--- config.mk ---
export PLATFORM = sky130hd
export DESIGN_NAME = ks_adder_pipe
export DESIGN_NICKNAME = d
export VERILOG_FILES = /design/src/rtl/ks_adder_pipe.sv
export SDC_FILE = /design/constraint.sdc
export NUM_CORES = 1
export LEC_CHECK = 0
export ABC_CLOCK_PERIOD_IN_PS = 17100
export CAP_MARGIN = 20
export CORE_ASPECT_RATIO = 1.5
export CORE_MARGIN = 5
export CORE_UTILIZATION = 52
export CTS_CLUSTER_DIAMETER = 120
export DETAILED_ROUTE_END_ITERATION = 8
export HOLD_SLACK_MARGIN = 0.15
export PLACE_DENSITY = 0.74
export SLEW_MARGIN = 20
export SYNTH_ARGS = -nofsm -noshare
export SYNTH_HDL_FRONTEND = slang
export SYNTH_SLANG_ARGS = --single-unit
--- constraint.sdc ---
create_clock -name clk -period 17.1 [get_ports clk]
set_input_delay 3.42 -clock clk [delete_from_list [all_inputs] [get_ports clk]]
set_output_delay 3.42 -clock clk [all_outputs]
set_load 0.02 [all_outputs]
--- src/rtl/ks_adder_pipe.sv ---
// ks_adder_pipe: pipelined Kogge-Stone adder/subtractor (s = a + b + ci, or a - b - ci).
// Latency 2 + popcount(STAGE_MASK[LEVELS-1:0]) cycles from accept to out_valid; 1 beat/cycle.
// Backpressure: each register stage is ready when empty or when its successor is ready, so bubbles collapse.
//
// Ports:
//   clk, rst             rising-edge clock, asynchronous active-high reset
//   in_valid / in_ready  operand handshake; a, b, ci and sub are captured on accept
//   a, b                 WIDTH-bit operands
//   ci                   carry-in (add) or borrow-in (sub)
//   sub                  0: add, 1: subtract
//   out_valid/out_ready  result handshake; outputs hold while stalled
//   s                    sum or difference
//   co                   carry out of MSB (sub: 1 = no borrow)
//   ovf                  two's-complement signed overflow
//   zero                 s == 0
module ks_adder_pipe #(
  parameter int          WIDTH      = 64,
  parameter logic [31:0] STAGE_MASK = 32'd4
) (
  input  logic             clk,
  input  logic             rst,
  input  logic             in_valid,
  output logic             in_ready,
  input  logic [WIDTH-1:0] a,
  input  logic [WIDTH-1:0] b,
  input  logic             ci,
  input  logic             sub,
  output logic             out_valid,
  input  logic             out_ready,
  output logic [WIDTH-1:0] s,
  output logic             co,
  output logic             ovf,
  output logic             zero
);

  localparam int LEVELS = $clog2(WIDTH);

  // Generate/propagate vectors carry one extra position at index 0 that holds the
  // carry-in as a generate bit; operand bit i lives at index i+1.
  typedef struct packed {
    logic [WIDTH:0]   g;
    logic [WIDTH:0]   p;
    logic [WIDTH-1:0] p0;
  } beat_t;

  // node[k] feeds prefix level k; node[LEVELS] feeds the output stage.
  beat_t node     [LEVELS+1];
  logic  node_vld [LEVELS+1];
  logic  node_rdy [LEVELS+1];

  // ---------------------------------------------------------------- stage 0
  logic       [WIDTH-1:0] b_c;
  logic                   c_c;
  beat_t                  cond;
  logic                   s0_vld;
  beat_t                  s0_dat;

  always_comb begin
    b_c     = sub ? ~b : b;
    c_c     = sub ? ~ci : ci;
    cond.p0 = a ^ b_c;
    cond.g  = {a & b_c, c_c};
    // Index 0 never propagates: the carry-in is a pure generate.
    cond.p  = {a ^ b_c, 1'b0};
  end

  assign in_ready = ~s0_vld | node_rdy[0];

  always_ff @(posedge clk or posedge rst) begin
    if (rst) begin
      s0_vld <= 1'b0;
      s0_dat <= '0;
    end else if (in_ready) begin
      s0_vld <= in_valid;
      if (in_valid) s0_dat <= cond;
    end
  end

  assign node[0]     = s0_dat;
  assign node_vld[0] = s0_vld;

  // ---------------------------------------------------------- prefix levels
  for (genvar k = 0; k < LEVELS; k++) begin : g_lvl
    localparam int D = 1 << k;
    beat_t res;

    // Positions below the span already cover every lower bit and pass through;
    // the top level naturally spans only the bits that exist.
    always_comb begin
      res = node[k];
      for (int i = D; i <= WIDTH; i++) begin
        res.g[i] = node[k].g[i] | (node[k].p[i] & node[k].g[i-D]);
        res.p[i] = node[k].p[i] & node[k].p[i-D];
      end
    end

    if (STAGE_MASK[k]) begin : g_reg
      logic  r_vld;
      beat_t r_dat;

      assign node_rdy[k] = ~r_vld | node_rdy[k+1];

      always_ff @(posedge clk or posedge rst) begin
        if (rst) begin
          r_vld <= 1'b0;
          r_dat <= '0;
        end else if (node_rdy[k]) begin
          r_vld <= node_vld[k];
          if (node_vld[k]) r_dat <= res;
        end
      end

      assign node_vld[k+1] = r_vld;
      assign node[k+1]     = r_dat;
    end else begin : g_pass
      assign node_rdy[k]   = node_rdy[k+1];
      assign node_vld[k+1] = node_vld[k];
      assign node[k+1]     = res;
    end
  end

  // ----------------------------------------------------------- output stage
  beat_t            fin;
  logic [WIDTH-1:0] sum_n;
  logic             co_n;
  logic             ovf_n;
  logic             unused_p;

  assign fin   = node[LEVELS];
  // node g[i] is the carry into operand bit i.
  assign sum_n = fin.p0 ^ fin.g[WIDTH-1:0];
  // For power-of-two widths the MSB group stops one position short of the
  // carry-in; fold it in here. Otherwise p[WIDTH] is already 0 and this is a no-op.
  assign co_n  = fin.g[WIDTH] | (fin.p[WIDTH] & fin.g[0]);
  assign ovf_n = fin.g[WIDTH-1] ^ co_n;
  // Lower group-propagate bits are not needed once the prefix is complete.
  assign unused_p = ^fin.p[WIDTH-1:0];

  assign node_rdy[LEVELS] = ~out_valid | out_ready;

  always_ff @(posedge clk or posedge rst) begin
    if (rst) begin
      out_valid <= 1'b0;
      s         <= '0;
      co        <= 1'b0;
      ovf       <= 1'b0;
      zero      <= 1'b0;
    end else if (node_rdy[LEVELS]) begin
      out_valid <= node_vld[LEVELS];
      if (node_vld[LEVELS]) begin
        s    <= sum_n;
        co   <= co_n;
        ovf  <= ovf_n;
        zero <= ~|sum_n;
      end
    end
  end

endmodule

* Yosys cells after proc, flatten, opt, wreduce, memory -nomap -nowiden *
Index checks and enable logic that the tools add are counted.

operators by class
  bitwise logic cells = 932
  reductions and logical operators = 5
  multiplexer cells = 2

operators by type and width
  cell                 number
  1-bit AND            592
  1-bit OR             331
  64-bit bitwise XOR   2
  64-bit AND           1
  64-bit two-way mux   1
  64-bit NOT           1
  64-bit OR reduction  1
  2-bit AND reduction  3
  1-bit NOT            4
  1-bit logical NOT    1
  1-bit two-way mux    1
  1-bit bitwise XOR    1

word-level totals
  register bits = 385
  bits of input ports = 134
  output and inout bits = 69

* Logic depth before layout (Yosys ltp) *
Gate-level depths: netlist of the first run.

  word-level depth = 9
  depth in mapped cells = 8
  mapped depth without buffers = 8

* Least setup slack after synthesis of the first run *
Ideal clock, no wire load.

  path kind = input port to output port
  from = in out_ready
  to = out in_ready
  arrival = 3776 ps
  required time = 13680 ps
  path slack = 9904 ps
  stages on the path = 2
  cells stage by stage = nor2b_1 > nand3_1

between the ends
  cells in the longest elaborated chain, start to end = 3

RTL lines
  what             RTL line  source
  start, declared  29        input logic out_ready,
  1-bit OR         139       assign node_rdy[LEVELS] = ~out_valid | out_ready;
  1-bit OR         101       assign node_rdy[k] = ~r_vld | node_rdy[k+1];
  1-bit OR         67        assign in_ready = ~s0_vld | node_rdy[0];
  end, declared    23        output logic in_ready,

Every way passes these cells.

* Worst setup path in the final report of the first run *
Ends and elaborated chain as after synthesis.

==> flow_metrics.tcl, run 1 <==
set metrics [dict create \
    path_max_fanout 3 \
    num_rows 85 \
    syn_area_per_cell_um2 10.5 \
    path_cells "clkdlybuf4s50_1 > nor2b_1 > nand3_1 > clkdlybuf4s50_1" \
    clock_sinks 385 \
    dieArea_um2 40600 \
    area.growth.synth_to_final_pct 19.0 \
    ir_drop_mv 0.0809 \
    slowest_delay_ps 610 \
    wl_mm 50.3 \
    portBuffers 202 \
    core_area_um2 36100 \
    hold-path-cell-count 2 \
    fmax_ghz 0.122 \
    grt_max_degree 173 \
    cts_buffers 38 \
    ys.flop_type "dfrtp_1" \
    cts_htree_levels 2 \
    clkLatencyLatePin_ps 540 \
    finalMaxSlewViolations 0 \
    path_buf_inv 2 \
    drt_iter0_drc 999 \
    critPathTopFamily "buffers and inverters" \
    total_power_w 0.00342 \
    postCtsSetupRepairBufs 0 \
    min-delay-start "g_lvl[2].g_reg.r_dat[123]" \
    cp.arrival_ps 4810 \
    antenna_found_initial 0 \
    track_usage 0.245 \
    synth_top_cell_by_area "dfrtp_1" \
    reg2reg_to "fin[27]" \
    final-hold-violation-count 0 \
    cts-root-buf "clkbuf_16" \
    max-slew-margin-rel 0.277 \
    grt_pass1_vias 14400 \
    clock_path_buffers 3 \
    cts_tree "built" \
    r2r_cells 5 \
    ant_nets 0 \
    die_y_um 244 \
    syn_area_um2 19000 \
    cts.repair.resized 0 \
    finClkSkew_ps 14.2 \
    hold_buffers 0 \
    ys_ff_latch 385 \
    fin_nets 2136 \
    finalSetupTns_ps 0 \
    fin_crit_ps 8230 \
    wire_per_inst_um 20.6 \
    viasPerCell 5.80 \
    first_pass_iters 5 \
    ff2ff_setup_slack_ps 13310 \
    synth-edff-count 0 \
    leakagePower_nw 9.70 \
    gp_congestion 0.925 \
    status "finished, final reports clean" \
    async_reset_ff_frac 1.00 \
    setup.worst_path.start "out_ready" \
    seq_area_frac_synth 0.507 \
    crit_type "primary input to output pin" \
    worstMarginPinSlew_ps 1080 \
    cpMostUsedCell "clkdlybuf4s50_1" \
    antennaDiodeCount 0 \
    route.detailed.drc 0 \
    synth_cell_type_count 62 \
    worstSetupEndpointType "output pin" \
    cp.required_ps 13680 \
    ys_warn_count 0 \
    io_pins 203 \
    drive_gt1_frac 0.144 \
    synth_cells 1813 \
    overflow 0 \
    synth_fp_nets 2011 \
    dp_hpwl_mm 38.0 \
    fin_crit_sh 0.481 \
    start_kind "primary input" \
    start_util 0.527 \
    synthTopCellsByArea "dfrtp_1 51%, mux2_2 12%, nand2_1 5.0%" \
    hold-path-endpoint "g_lvl[2].g_reg.r_dat[123]" \
    synth_top_area_frac 0.507 \
    setup_viol 0 \
    crit-reg2reg-launch "g_lvl[2].g_reg.r_vld" \
    via_count 14200 \
    grt_setup_unrepaired "no" \
    power-per-cell-area_nw_per_um2 151 \
    drv_cap 0 \
    grt_pass1_wl_mm 79.9 \
    clkTransAtPathRegs_ps 60 \
    hold_path_class "register to register" \
    die_w_um 166 \
    cp_slowest_cell "clkdlybuf4s50_1" \
]
worst reg2reg max path, delay by kind of cell, from the launching register on:
kind	cells	cell delay [ps]
buffers and inverters	2	1820
flip-flops	1	590
multiplexers	1	500
AND/OR/NAND/NOR	2	750
power by group:
group / switching, W / total (W) / leakage (nW) / internal (W)
registers: 0.000285 / 0.00144 / 4.79 / 0.00116
clock network: 0.000357 / 0.000904 / 0.676 / 0.000547
logic: 0.000601 / 0.00107 / 4.24 / 0.000473
total: 0.00124 / 0.00342 / 9.70 / 0.00218
synth_stat cells (all sizes together) (3+ instances only):
cell	count
inv	19
clkbuf	120
nand4b	3
or3	3
mux2	197
xnor2	35
nand2b	7
and2	3
and3	3
a211oi	12
o211ai	3
buf	3
a21boi	8
nor2b	5
nor2	62
a21o	21
o41ai	4
ha	64
nor3	8
a211o	5
o31ai	56
xor2	86
o21ai	188
a41o	3
o21bai	12
nand4	61
nand2	252
nand3	10
o21a	9
a21oi	141
dfrtp	385
stage by stage:
step                area, um2  worst slack, ps  instances   util  hold WS (ps)
global route            22600             8790       2445  0.628           499
finish                  22600             8870       2445  0.628           472
detailed placement      21300             8890       2376  0.589           460
floorplan               19000             2980       1813      -           441
global placement        21300             8900       2376  0.589           453
CTS                     22600             8880       2445  0.627           473
sequential cells by signal, summed over array words and instances, names as in the netlist:
register / cells
g_lvl.g_reg.r_dat: 114
fin: 72
g_lvl.res: 65
node: 64
s: 64
co: 1
g_lvl.g_reg.r_vld: 1
out_valid: 1
ovf: 1
s0_vld: 1
zero: 1
final cells by class:
cell class / instances / area [um2]
Multi-Input combinational cell: 1286 / 8880
Sequential cell: 385 / 9630
Clock inverter: 14 / 195
Fill cell: 2891 / 13400
Inverter: 19 / 83.8
Tap cell: 478 / 598
Timing Repair Buffer: 208 / 2080
Clock buffer: 55 / 1160
metal layers:
metal	vias to the layer above	global-route usage	part of all wire
li1	6681	-	-
met1	6930	0.273	0.36
met2	422	0.461	0.54
met3	137	0.0299	0.039
met4	0	0.118	0.054
met5	-	0	0
how the worst max path moves through the flow:
stage               endpoint  slack, ps  cells after the start
floorplan                 co       2980                      1
global route        in_ready       8790                      4
finish              in_ready       8870                      4
detailed placement  in_ready       8890                      4
CTS                 in_ready       8880                      4
global placement    in_ready       8900                      4
layout by cell type (no fill, tap or decap), types with 33 or more instances in the layout:
| master | instances |
|---|---|
| mux2_2 | 197 |
| clkdlybuf4s50_1 | 201 |
| nand2_1 | 248 |
| o31ai_1 | 55 |
| clkbuf_16 | 41 |
| a21oi_1 | 140 |
| nor2_1 | 62 |
| xor2_1 | 85 |
| ha_1 | 64 |
| o21ai_0 | 187 |
| xnor2_1 | 33 |
| dfrtp_1 | 385 |
| nand4_1 | 61 |
logic make-up after synthesis:
logic type      Yosys count  share of synthesized area
compound gates          472                      0.146
simple gates            431                      0.102
flops                   385                      0.507
mux                     198                      0.117
buf+inv                 142                     0.0280
xor+xnor                121                     0.0575
fa+ha+maj                64                     0.0421
Power figures use the tool's default switching activity.
==> run 2: changes to the inputs <==
--- a/config.mk
+++ b/config.mk
@@ -5,7 +5,7 @@
 export SDC_FILE = /design/constraint.sdc
 export NUM_CORES = 1
 export LEC_CHECK = 0
-export ABC_CLOCK_PERIOD_IN_PS = 17100
+export ABC_CLOCK_PERIOD_IN_PS = 7000
 export CAP_MARGIN = 20
 export CORE_ASPECT_RATIO = 1.5
 export CORE_MARGIN = 5
@@ -13,7 +13,7 @@
 export CTS_CLUSTER_DIAMETER = 120
 export DETAILED_ROUTE_END_ITERATION = 8
 export HOLD_SLACK_MARGIN = 0.15
-export PLACE_DENSITY = 0.74
+export PLACE_DENSITY = 0.77
 export SLEW_MARGIN = 20
 export SYNTH_ARGS = -nofsm -noshare
 export SYNTH_HDL_FRONTEND = slang
==> constraint.sdc (replaced) <==
create_clock -name clk -period 7 [get_ports clk]
set_input_delay 1.4 -clock clk [delete_from_list [all_inputs] [get_ports clk]]
set_output_delay 1.4 -clock clk [all_outputs]
set_load 0.02 [all_outputs]
==> flow_metrics.tcl, run 2 (synthesized netlist as in run 1, its figures left out) <==
set metrics [dict create \
    finClkSkew_ps 20.9 \
    regMostFlops "g_lvl.g_reg.r_dat" \
    grt_pass1_vias 14700 \
    critPathTopFamily "buffers and inverters" \
    drive_gt1_frac 0.143 \
    power-per-cell-area_nw_per_um2 364 \
    route.detailed.drc 0 \
    layout_common_cells "385 x dfrtp_1, 248 x nand2_1, 201 x clkdlybuf4s50_1" \
    fin_crit_ps 4160 \
    r2r_cells 8 \
    multi_input_area_um2 8870 \
    n_fill_cell 2897 \
    worstMarginPinSlew_ps 959 \
    busiest_layer "met2" \
    fmax_ghz 0.240 \
    portBuffers 202 \
    setup_viol 0 \
    area.growth.synth_to_final_pct 18.8 \
    hold-path-cell-count 2 \
    crit-reg2reg-launch "fin[132]" \
    dieArea_um2 40600 \
    cpMostUsedCell "clkdlybuf4s50_1" \
    finalMaxSlewViolations 0 \
    gp_congestion 0.895 \
    start_kind "primary input" \
    grt.met1_usage 0.267 \
    grt_max_degree 186 \
    final_common_cell "dfrtp_1" \
    wl_mm 50.0 \
    track_usage 0.243 \
    worstSetupEndpointType "output pin" \
    clock_sinks 385 \
    via_count 14200 \
    ant_nets 0 \
    grt_setup_unrepaired "no" \
    overflow 0 \
    first_pass_iters 5 \
    path_max_fanout 3 \
    hold_path_class "register to register" \
    drt_iter0_drc 994 \
    hold_buffers 0 \
    final-hold-violation-count 0 \
    cts-root-buf "clkbuf_16" \
    ir_drop_mv 0.226 \
    finalSetupTns_ps 0 \
    cts.repair.resized 0 \
    antenna_found_initial 0 \
    viasPerCell 5.80 \
    clkTransAtPathRegs_ps 60 \
    clkLatencyLatePin_ps 550 \
    num_rows 85 \
    grtUsageMet3 0.0310 \
    grtUsageMet2 0.459 \
    min-delay-start "g_lvl[2].g_reg.r_dat[108]" \
    cts_tree "built" \
    cp.required_ps 5600 \
    cp_slowest_cell "clkdlybuf4s50_1" \
    wire_per_inst_um 20.4 \
    cts_buffers 37 \
    cp.arrival_ps 2760 \
    slowest_delay_ps 600 \
    antennaDiodeCount 0 \
    status "finished, final reports clean" \
    hold-path-endpoint "g_lvl[2].g_reg.r_dat[108]" \
    fin_crit_sh 0.594 \
    cts_htree_levels 2 \
    start_util 0.527 \
    largest_register_ffs 114 \
    clock_path_buffers 3 \
    grt_pass1_wl_mm 79.3 \
    postCtsSetupRepairBufs 0 \
    ff2ff_setup_slack_ps 3770 \
    die_w_um 166 \
    max-slew-margin-rel 0.360 \
    path_cells "clkdlybuf4s50_1 > nor2b_1 > nand3_1 > clkdlybuf4s50_1" \
    io_pins 203 \
    fin_util 0.626 \
    path_buf_inv 2 \
    final-seq-area_um2 9630 \
    core_area_um2 36100 \
    crit_type "primary input to output pin" \
    reg2reg_to "zero" \
    dp_hpwl_mm 37.9 \
    drv_cap 0 \
    fin_nets 2139 \
    die_y_um 244 \
    leakagePower_nw 9.67 \
]
[run 2: how the worst max path moves through the flow]
stage	startpoint	to	slack (ps)	depth (start not counted)
after floorplan	rst	co	420	1
after global placement	out_ready	in_ready	2840	4
after detailed placement	out_ready	in_ready	2860	4
after CTS	out_ready	in_ready	2850	4
after global routing	out_ready	in_ready	2760	4
final	out_ready	in_ready	2840	4
[run 2: layout make-up]
cell class | instances | area share
Tap cell | 478 | 0.0265
Multi-Input combinational cell | 1286 | 0.393
Clock inverter | 8 | 0.00626
Inverter | 19 | 0.00333
Sequential cell | 385 | 0.427
Clock buffer | 56 | 0.0490
Timing Repair Buffer | 212 | 0.0951
[run 2: power by group]
part | leakage [nW] | internal [W] | total [W] | switching, W
registers | 4.79 | 0.00283 | 0.00354 | 0.000703
clock network | 0.613 | 0.00121 | 0.00206 | 0.000852
logic | 4.27 | 0.00116 | 0.00263 | 0.00147
total | 9.67 | 0.00520 | 0.00822 | 0.00302
[run 2: worst reg2reg max path: cells and delay by family (launching register included)]
kind / cells / cell delay, ps
compound gates: 5 / 2090
flops: 1 / 430
simple gates: 2 / 410
xor+xnor: 1 / 210
[run 2: through the flow]
stage	setup slack, ps	instances	instance area, um2	power (W)	hold WS [ps]
detailed placement	2860	2379	21300	0.00619	460
global route	2760	2444	22600	0.00864	502
finish	2840	2444	22600	0.00822	476
global placement	2840	2379	21300	0.00610	455
floorplan	424	1813	19000	0.00496	441
CTS	2850	2443	22500	0.00826	474
[run 2: per-layer routing]
layer  vias to the layer above  routed length, um  share of wire
li1                       6686                  -              -
met1                      6966              17700           0.35
met2                       408              27400           0.55
met3                       117               2120          0.042
met4                         0               2700          0.054
met5                         -                  0              0
==> run 3: changes to the inputs <==
--- a/config.mk
+++ b/config.mk
@@ -5,7 +5,7 @@
 export SDC_FILE = /design/constraint.sdc
 export NUM_CORES = 1
 export LEC_CHECK = 0
-export ABC_CLOCK_PERIOD_IN_PS = 7000
+export ABC_CLOCK_PERIOD_IN_PS = 4100
 export CAP_MARGIN = 20
 export CORE_ASPECT_RATIO = 1.5
 export CORE_MARGIN = 5
@@ -13,7 +13,7 @@
 export CTS_CLUSTER_DIAMETER = 120
 export DETAILED_ROUTE_END_ITERATION = 8
 export HOLD_SLACK_MARGIN = 0.15
-export PLACE_DENSITY = 0.77
+export PLACE_DENSITY = 0.74
 export SLEW_MARGIN = 20
 export SYNTH_ARGS = -nofsm -noshare
 export SYNTH_HDL_FRONTEND = slang
==> constraint.sdc (replaced) <==
create_clock -name clk -period 4.1 [get_ports clk]
set_input_delay 0.82 -clock clk [delete_from_list [all_inputs] [get_ports clk]]
set_output_delay 0.82 -clock clk [all_outputs]
set_load 0.02 [all_outputs]
==> flow_metrics.tcl, run 3 (synthesized netlist as in run 1, its figures left out) <==
set metrics [dict create \
    clock_path_buffers 3 \
    area.growth.synth_to_final_pct 19.4 \
    first_pass_iters 5 \
    ir_drop_mv 0.480 \
    finClkSkew_ps 18.6 \
    setup_viol 0 \
    crit-reg2reg-launch "fin[132]" \
    ff2ff_setup_slack_ps 1220 \
    grt_max_degree 131 \
    final-seq-area_um2 9630 \
    die_y_um 244 \
    slowest_delay_ps 590 \
    multi_input_area_um2 8860 \
    cp_slowest_cell "clkdlybuf4s50_1" \
    path_buf_inv 2 \
    path_max_fanout 3 \
    antennaDiodeCount 0 \
    largest_register_ffs 114 \
    viasPerCell 5.78 \
    fin_crit_sh 0.728 \
    setup_slack_ps 1120 \
    ant_nets 0 \
    cts_htree_levels 2 \
    cts-root-buf "clkbuf_16" \
    grt_pass1_wl_mm 81.3 \
    final_common_cell "dfrtp_1" \
    start_kind "primary input" \
    worstMarginPinSlew_ps 790 \
    critPathTopFamily "buffers and inverters" \
    io_pins 203 \
    drv_cap 0 \
    track_usage 0.248 \
    gp_congestion 0.936 \
    dp_hpwl_mm 38.4 \
    final-hold-violation-count 0 \
    worstSetupEndpointType "output pin" \
    antenna_found_initial 0 \
    whs_ps 477 \
    wire_per_inst_um 20.6 \
    core_area_um2 36100 \
    layout_common_cells "385 x dfrtp_1, 248 x nand2_1, 201 x clkdlybuf4s50_1" \
    status "finished, final reports clean" \
    overflow 0 \
    max-slew-margin-rel 0.466 \
    r2r_cells 9 \
    die_w_um 166 \
    regMostFlops "g_lvl.g_reg.r_dat" \
    leakagePower_nw 9.75 \
    preCtsSetupSlack_ps 654 \
    fmax_ghz 0.335 \
    dieArea_um2 40600 \
    cts.repair.resized 0 \
    drt_iter0_drc 1066 \
    grt_setup_unrepaired "no" \
    power-per-cell-area_nw_per_um2 619 \
    min-delay-start "s[28]" \
    hold-path-endpoint "s[28]" \
    cpMostUsedCell "clkdlybuf4s50_1" \
    fin_crit_ps 2980 \
    n_fill_cell 2932 \
    clkLatencyLatePin_ps 540 \
    cts_buffers 38 \
    drive_gt1_frac 0.150 \
    portBuffers 202 \
    grt_pass1_vias 14800 \
    cp.required_ps 3280 \
    hold_buffers 0 \
    total_power_w 0.0141 \
    clock_sinks 385 \
    via_count 14200 \
    hold_path_class "register to register" \
    num_rows 85 \
    crit_type "primary input to output pin" \
    cts_tree "built" \
    postCtsSetupRepairBufs 0 \
    finalMaxSlewViolations 0 \
    setup.worst_path.start "out_ready" \
    clkTransAtPathRegs_ps 50 \
    cp.arrival_ps 2160 \
    path_cells "clkdlybuf4s50_1 > nor2b_1 > nand3_1 > clkdlybuf4s50_1" \
    fin_nets 2153 \
    start_util 0.527 \
    hold-path-cell-count 2 \
    route.detailed.drc 0 \
    reg2reg_to "zero" \
    wl_mm 50.7 \
]
run 3: cell count changes in the layout (fill, tap and decap cells not counted), moves of 2 or more:
cell and delta:
buf_12 +5, buf_4 +11, buf_6 -2, clkinv_2 +3
run 3: worst max-delay path by stage:
| stage | endpoint | slack, ps | cells past startpoint |
|---|---|---|---|
| 6_report | in_ready | 1120 | 4 |
| 5_1_grt | in_ready | 1050 | 4 |
| 4_1_cts | in_ready | 1110 | 4 |
| 3_5_place_dp | zero | 650 | 9 |
| 3_3_place_gp | zero | 740 | 9 |
| 2_1_floorplan | co | -1900 | 1 |
run 3: metal layers:
layer | routed length [um] | up-vias | share of wire | track usage
met4 | 2660 | 0 | 0.052 | 0.115
met2 | 27400 | 398 | 0.54 | 0.463
met5 | 0 | - | 0 | 0
met1 | 18600 | 6979 | 0.37 | 0.284
met3 | 2050 | 119 | 0.040 | 0.0281
li1 | - | 6730 | - | -
run 3: final cells by class:
| cell class | count | share of cell area |
|---|---|---|
| inverter | 19 | 0.00331 |
| multi-input combinational | 1286 | 0.390 |
| sequential | 385 | 0.424 |
| clock inverter | 10 | 0.00524 |
| clock buffer | 57 | 0.0499 |
| timing repair buffer | 225 | 0.100 |
| tap | 478 | 0.0263 |
run 3: per-stage QoR:
stage | TNS (ps) | std cells | instance area (um2) | utilization
CTS | 0 | 2460 | 22700 | 0.630
global placement | 0 | 2393 | 21500 | 0.595
detailed placement | 0 | 2393 | 21500 | 0.595
finish | 0 | 2460 | 22700 | 0.630
global route | 0 | 2460 | 22700 | 0.630
floorplan | -729940 | 1813 | 19000 | -
run 3: where the power goes:
group / leakage, nW / internal (W) / total [W] / switching, W
clock: 0.621 / 0.00204 / 0.00351 / 0.00147
sequential: 4.79 / 0.00484 / 0.00607 / 0.00123
combinational: 4.34 / 0.00200 / 0.00448 / 0.00248
total: 9.75 / 0.00888 / 0.0141 / 0.00518
run 3: worst reg2reg max path, delay by kind of cell (launching register included):
family	cells	cell delay (ps)
compound gates	5	1610
buf+inv	1	160
xor+xnor	1	200
flops	1	420
simple gates	2	400
